===== src/rtl/i2s_stereo_tx.sv =====
// i2s_stereo_tx: stereo I2S / left-justified serializer with double-buffered samples and MCLK/BCLK/LRCK generation.
// Define I2S_STEREO_TX_UNDERRUN_CNT_EN to add the saturating oUnderrun_cnt output.
module i2s_stereo_tx #(
    parameter int SAMPLE_W      = 16,
    parameter int SLOT_W        = 32,
    parameter int BCLK_DIV      = 8,
    parameter int MCLK_DIV      = 2,
    parameter int FMT_LJ        = 0,
    parameter int UNDERRUN_MUTE = 1
) (
    input  logic                iCLK,
    input  logic                iRESET_n,
    input  logic [SAMPLE_W-1:0] iL_data,
    input  logic [SAMPLE_W-1:0] iR_data,
    input  logic                iValid,
    output logic                oReady,
    output logic                oMCLK,
    output logic                oBCLK,
    output logic                oLRCK,
    output logic                oSDATA,
`ifdef I2S_STEREO_TX_UNDERRUN_CNT_EN
    output logic [15:0]         oUnderrun_cnt,
`endif
    output logic                oUnderrun
);
    localparam int FW = 2*SLOT_W;
    localparam int MW = $clog2(MCLK_DIV);
    localparam int BW = $clog2(BCLK_DIV);
    localparam int CW = $clog2(FW);

    if (SLOT_W < SAMPLE_W || SAMPLE_W < 8 || SAMPLE_W > 32 || BCLK_DIV < 2 || BCLK_DIV % 2 != 0 ||
        MCLK_DIV < 2 || MCLK_DIV % 2 != 0) begin : g_param_err
        $error("i2s_stereo_tx: illegal parameter combination");
    end

    logic [MW-1:0]       r_mdiv;
    logic [BW-1:0]       r_bdiv;
    logic [CW-1:0]       r_bitc;
    logic                r_mclk, r_bclk, r_lrck, r_sdata, r_underrun;
    logic                r_hold_full, r_armed;
    logic [SAMPLE_W-1:0] r_hold_L, r_hold_R, r_sh_L, r_sh_R;
    logic [FW-1:0]       r_frame;

    logic                w_fe, w_load, w_xfer;
    logic [BW-1:0]       w_bdiv_nx;
    logic [CW-1:0]       w_bitc_nx;
    logic [SAMPLE_W-1:0] w_new_L, w_new_R;
    logic [FW-1:0]       w_frame_cur;

    always_comb begin
        w_fe        = r_bdiv == BW'(BCLK_DIV-1);
        w_bdiv_nx   = w_fe ? '0 : r_bdiv + 1'b1;
        w_bitc_nx   = (r_bitc == CW'(FW-1)) ? '0 : r_bitc + 1'b1;
        // I2S position lags the bit counter by one, so its next position is the current count
        w_load      = w_fe && (((FMT_LJ != 0) ? w_bitc_nx : r_bitc) == '0);
        w_xfer      = iValid && !r_hold_full;
        w_new_L     = r_hold_full ? r_hold_L : ((UNDERRUN_MUTE != 0) ? '0 : r_sh_L);
        w_new_R     = r_hold_full ? r_hold_R : ((UNDERRUN_MUTE != 0) ? '0 : r_sh_R);
        w_frame_cur = w_load ? ((FW'(w_new_L) << (FW-SAMPLE_W)) | (FW'(w_new_R) << (SLOT_W-SAMPLE_W)))
                             : r_frame;
    end

    always_ff @(posedge iCLK or negedge iRESET_n) begin
        if (!iRESET_n) begin
            r_mdiv      <= '0;
            r_mclk      <= 1'b0;
            r_bdiv      <= '0;
            r_bclk      <= 1'b0;
            r_bitc      <= '0;
            r_lrck      <= 1'b0;
            r_sdata     <= 1'b0;
            r_underrun  <= 1'b0;
            r_hold_full <= 1'b0;
            r_armed     <= 1'b0;
            r_hold_L    <= '0;
            r_hold_R    <= '0;
            r_sh_L      <= '0;
            r_sh_R      <= '0;
            r_frame     <= '0;
        end else begin
            r_mdiv     <= (r_mdiv == MW'(MCLK_DIV/2-1)) ? '0 : r_mdiv + 1'b1;
            r_mclk     <= (r_mdiv == MW'(MCLK_DIV/2-1)) ? !r_mclk : r_mclk;
            r_bdiv     <= w_bdiv_nx;
            r_bclk     <= w_bdiv_nx >= BW'(BCLK_DIV/2);
            r_underrun <= w_load && !r_hold_full && r_armed;
            if (w_fe) begin
                r_bitc  <= w_bitc_nx;
                r_lrck  <= w_bitc_nx >= CW'(SLOT_W);
                r_sdata <= w_frame_cur[FW-1];
                r_frame <= w_frame_cur << 1;
            end
            if (w_load) begin
                r_sh_L <= w_new_L;
                r_sh_R <= w_new_R;
            end
            if (w_xfer) begin
                r_hold_L    <= iL_data;
                r_hold_R    <= iR_data;
                r_hold_full <= 1'b1;
                r_armed     <= 1'b1;
            end else if (w_load) begin
                r_hold_full <= 1'b0;
            end
        end
    end

`ifdef I2S_STEREO_TX_UNDERRUN_CNT_EN
    logic [15:0] r_ucnt;

    always_ff @(posedge iCLK or negedge iRESET_n) begin
        if (!iRESET_n)
            r_ucnt <= '0;
        else if (r_underrun && r_ucnt != 16'hFFFF)
            r_ucnt <= r_ucnt + 16'd1;
    end

    assign oUnderrun_cnt = r_ucnt;
`endif

    assign oReady    = !r_hold_full;
    assign oMCLK     = r_mclk;
    assign oBCLK     = r_bclk;
    assign oLRCK     = r_lrck;
    assign oSDATA    = r_sdata;
    assign oUnderrun = r_underrun;
endmodule


===== config.mk =====
export PLATFORM = sky130hd
export DESIGN_NAME = i2s_stereo_tx
export DESIGN_NICKNAME = d
export VERILOG_FILES = /design/src/rtl/i2s_stereo_tx.sv
export SDC_FILE = /design/constraint.sdc
export NUM_CORES = 1
export LEC_CHECK = 0
export BUFFER_PORTS_ARGS = -buffer_cell sky130_fd_sc_hd__buf_2
export CAP_MARGIN = 30
export CORE_MARGIN = 2
export CORE_UTILIZATION = 40
export CTS_CLUSTER_SIZE = 14
export DETAILED_ROUTE_END_ITERATION = 7
export HOLD_SLACK_MARGIN = 0.15
export PLACE_DENSITY = 0.69
export SLEW_MARGIN = 5
export SYNTH_ARGS = -nofsm -noshare
export SYNTH_HDL_FRONTEND = slang
export SYNTH_SLANG_ARGS = --single-unit

===== constraint.sdc =====
create_clock -name iCLK -period 2.5 [get_ports iCLK]
set_clock_uncertainty 0.1 [all_clocks]
set_input_delay 0.5 -clock iCLK [delete_from_list [all_inputs] [get_ports iCLK]]
set_output_delay 0.5 -clock iCLK [all_outputs]
set_load 0.01 [all_outputs]

**Word level (Yosys, flattened, before mapping)**

Index checks and enable logic that the tools add are counted.

- Bits in registers: 112
- Input port bits: 35
- Word-level logic and storage cells: 37

- $add $sub $neg: 3
- Magnitude comparators: 2
- Eq/ne operators: 2
- Multiplexer cells: 8
- Bitwise gates (word level): 1
- Reductions and logical operators: 8

Operators with widths:

| operator | number |
|---|---|
| $mux W64 | 1 |
| $or A64 B32 Y64 | 1 |
| $mux W16 | 2 |
| $add A6 B1 Y6 const B | 1 |
| $eq A6 B6 Y1 const B | 1 |
| $ge A6 B6 Y1 const B | 1 |
| $logic_not A6 Y1 | 1 |
| $mux W6 | 1 |
| $logic_and A1 B1 Y1 | 4 |
| $add A3 B1 Y3 const B | 1 |
| $eq A3 B3 Y1 const B | 1 |
| $ge A3 B3 Y1 const B | 1 |
| $mux W1 | 3 |
| $mux W3 | 1 |
| $logic_not A1 Y1 | 2 |
| $reduce_bool A2 Y1 | 1 |
| $add A1 B1 Y1 const B | 1 |

**Longest topological paths before layout**

- Depth after elaboration: 4
- Depth in mapped cells: 7
- Depth with buffers taken out: 5

**Worst setup path after synthesis**

OpenSTA, ideal clock, no wires.

- Path type: reg-to-reg
- Start point: reg r_bdiv[0]
- End point: reg r_frame[17]
- Data arrival time: 1.455 ns
- Required time: 2.278 ns
- Path slack: 0.823 ns
- Cell stages (with the launch flop): 7
- Buffers on the path: 1
- Period minus slack after synthesis: 1.677 ns
- Cell sequence: dfrtp_1 > ha_1 > ha_1 > nor2b_2 > and4b_1 > buf_6 > a32o_1

- Longest elaborated chain between the ends: 3

Ends and longest elaborated chain:

| item | line | source |
|---|---|---|
| start, declared | 37 | `logic [BW-1:0] r_bdiv;` |
| start signal, assigned | 83 | `r_bdiv <= w_bdiv_nx;` |
| $eq A3 B3 Y1 * | 51 | `w_fe = r_bdiv == BW'(BCLK_DIV-1);` |
| $logic_and A1 B1 Y1 | 55 | `w_load = w_fe && (((FMT_LJ != 0) ? w_bitc_nx : r_bitc) == '0);` |
| $mux W64 | 59 | `w_frame_cur = w_load ? ((FW'(w_new_L) << (FW-SAMPLE_W)) \| (FW'(w_new_R) << (SLOT_W-SAMPLE_W)))` |
| end signal, assigned | 90 | `r_frame <= w_frame_cur << 1;` |
| end, declared | 42 | `logic [FW-1:0] r_frame;` |

Mark *: on every way between the ends. The rest lies on a longest branch, timed or not.
A chain may end at the register's enable or synchronous reset.

**Worst setup path after layout**

- Start point: reg r_bdiv[0]
- End point: reg r_bitc[3]

- Longest elaborated chain between the ends: 1

Ends and longest elaborated chain:

| item | line | source |
|---|---|---|
| $eq A3 B3 Y1 | 51 |  |
| end signal, assigned | 87 | `r_bitc <= w_bitc_nx;` |
| end, declared | 38 | `logic [CW-1:0] r_bitc;` |

Every way passes these cells.

==> run metrics <==
CORE AREA between 10000 and 15000 µm²; P_leak 2.30 nW; Sw Ratio between 20% and 30%; Rows 37; Main synth FF type dfrtp_1; post-route cell area 4700 µm²; Die W ~110 µm; antenna viol nets, final 0; layout cells sized above 1 around 32%; worst slew pin tran 615 ps; critical path fanouts, max 42; worst hold-check path type in2reg; 1st-pass router iterations 4; post-CTS setup repair buffer count 0; total track usage between 10% and 20%; unrepaired setup endpoints after global routing no; Multi-input gate area 1650 µm²; cell depth of the worst hold path 2; PwrDens 763 nW/µm²; CP top delay family buffers and inverters; Distinct cells, synth 34; Initial Util 40.8%; worst r2r path cells 7; initial antenna violation count 0; # fillers approximately 940; Mean Syn Cell Area 13.4 µm²; I/O Pins 41; wire per inst approximately 13 µm; clock root buffer master clkbuf_8; Post-synth EDFFs 0; n_diodes 0; crit path launch type register; final design utilization 45.9%; crit path cell chain ha_1 > ha_2 > buf_4 > buf_4 > nand2_1 > o21ai_0 > o41ai_1; data arrival time of the worst path 2200 ps; slowest stage delay, CP just under 500 ps; Setup TNS 0 ps; Remaining Overflow, GRT 0; largest net degree at the start of global routing 50; global-route wire length before repair approximately 12 mm; Max clock buf depth 2; Post-DP Area ~4500 µm²; Worst EP required about 2600 ps; Worst-Skew Late Latency 360 ps; Int Power roughly 2.6 mW; slew margin rel. around 60%; Clk network pwr share 26.4%; Net count, final roughly 400; drt total wl around 6.6 mm; CP bufs+invs 2; Die ar. ~11000 µm²; Stages on worst setup path 7; vias per inst a little under 5; Post-synth ARST share 100%; Vias between 2000 and 2500; Reg clk slew, reported paths ~100 ps; Iter 0 DRT Violations 101; Final Max Tran Viols 0; slowest CP cell buf_4; yosys warns 0; Port Buf Inserts 40; die height 106 µm; Peak Freq ~490 MHz; crit end category register; Final Critical Period roughly 2100 ps; H-tree Lvls 3; synthesized flop and latch total between 90 and 100; clk sinks 94; Period Utilization, post-route between 80% and 90%; vias in the first global route 2622; Synth-to-Final Area Change 12.4%; cells after synthesis approximately 310; Synth Cell Area 4180 µm²; CTS tree built; RePlAce Congestion 0.780; Final Hold Fails 0; Comb pwr share ~16%; DRC 0; WS Path Type reg2reg; DP HPWL 4.48 mm; flip-flop and latch area roughly 2400 µm²; Syn Nets 351; max-cap violation count 0; register area share after synthesis between 50 and 60%; VDD IR max around 440 µV; sw power 0.982 mW; CP dominant cell by count buf_4; Num CTS Buffers 9; Reg power frac a little under three fifths; outcome completed; final setup violation count 0
[registers in the layout (all words and copies together), names as in the netlist]
signal	flops
r_frame	47
r_hold_L	16
r_hold_R	16
r_bitc	6
r_bdiv	2
oBCLK	1
oLRCK	1
oMCLK	1
oSDATA	1
oUnderrun	1
r_armed	1
r_hold_full	1
[metrics by stage]
stage / total power, mW / setup slack (ps) / hold WS (ps) / instances
finish: 3.59 / 447 / 263 / 493
detailed placement: 2.69 / 459 / 310 / 476
global placement: 2.65 / 517 / 304 / 476
global route: 3.82 / 317 / 233 / 493
floorplan: 2.49 / 823 / 104 / 312
CTS: 3.65 / 429 / 237 / 493
[per-layer routing]
metal / part of all wire (%) / GRT usage [%]
met3: 3.1 / 3.92
met1: 45 / 16.3
met2: 50 / 22.6
met4: 1.4 / 4.79
met5: 0 / 0
[cell families after synthesis]
family	share of synthesized area, %
AOI/OAI and AO/OA	7.10
adders and majority gates	1.20
xor gates and xnor gates	0.419
and+or+nand+nor	7.13
buffers and inverters	4.40
DFF	56.3
muxes	23.5
[cell usage after synthesis (3+ instances only)]
library cell / number / area share, %
buf_2: 5 / 0.60
buf_4: 3 / 0.54
buf_6: 7 / 1.9
clkbuf_1: 5 / 0.45
dfrtp_1: 94 / 56
ha_1: 4 / 1.2
inv_1: 5 / 0.45
mux2_2: 32 / 8.6
mux2i_1: 62 / 15
nand2_1: 52 / 4.7
o2bb2ai_1: 6 / 1.3
o2bb2ai_2: 9 / 3.2
[power groups by stage]
stage               Combinational (mW)  Sequential [mW]  Clock, mW
floorplan                        0.473             2.02          0
global placement                 0.581             2.07          0
detailed placement               0.600             2.09          0
CTS                              0.603             2.06      0.993
global route                     0.666             2.10       1.06
finish                           0.586             2.05      0.945
[placed cells by master (no fill, tap or decap), types with 2 or more instances in the layout]
master	count
xnor2_1	2
o21ai_0	2
nand3_1	2
clkbuf_8	9
clkinvlp_4	2
buf_2	39
nand4_1	2
buf_12	3
inv_1	5
buf_4	7
ha_1	3
o2bb2ai_2	9
mux2i_1	62
nand2_1	52
a21o_1	2
o2bb2ai_1	6
dfrtp_1	94
and3_2	2
mux2_2	32
inv_6	4
[timing repair]
action	in CTS	in global routing
gates resized for setup	0	0
hold buffers	1	0
hold endpoints to repair	47	0
[worst paths after layout]
kind / to / slack (ps) / from
max: r_bitc[3] / 450 / r_bdiv[0]
min: r_hold_L[4] / 260 / iL_data[4]
max reg2reg: r_bitc[3] / 450 / r_bdiv[0]
min reg2reg: oMCLK / 320 / oMCLK
max in group asynchronous: oLRCK / 1080 / iRESET_n
min in group asynchronous: r_hold_R[10] / 590 / iRESET_n
[final cells by class]
cell class                      count  area share (%)
Clock buffer                        9            2.64
Clock inverter                      7            1.31
Inverter                            5           0.400
Multi-Input combinational cell    192            35.2
Sequential cell                    94            50.1
Tap cell                          136            3.62
Timing Repair Buffer               50            6.77
Power figures use the tool's default switching activity.
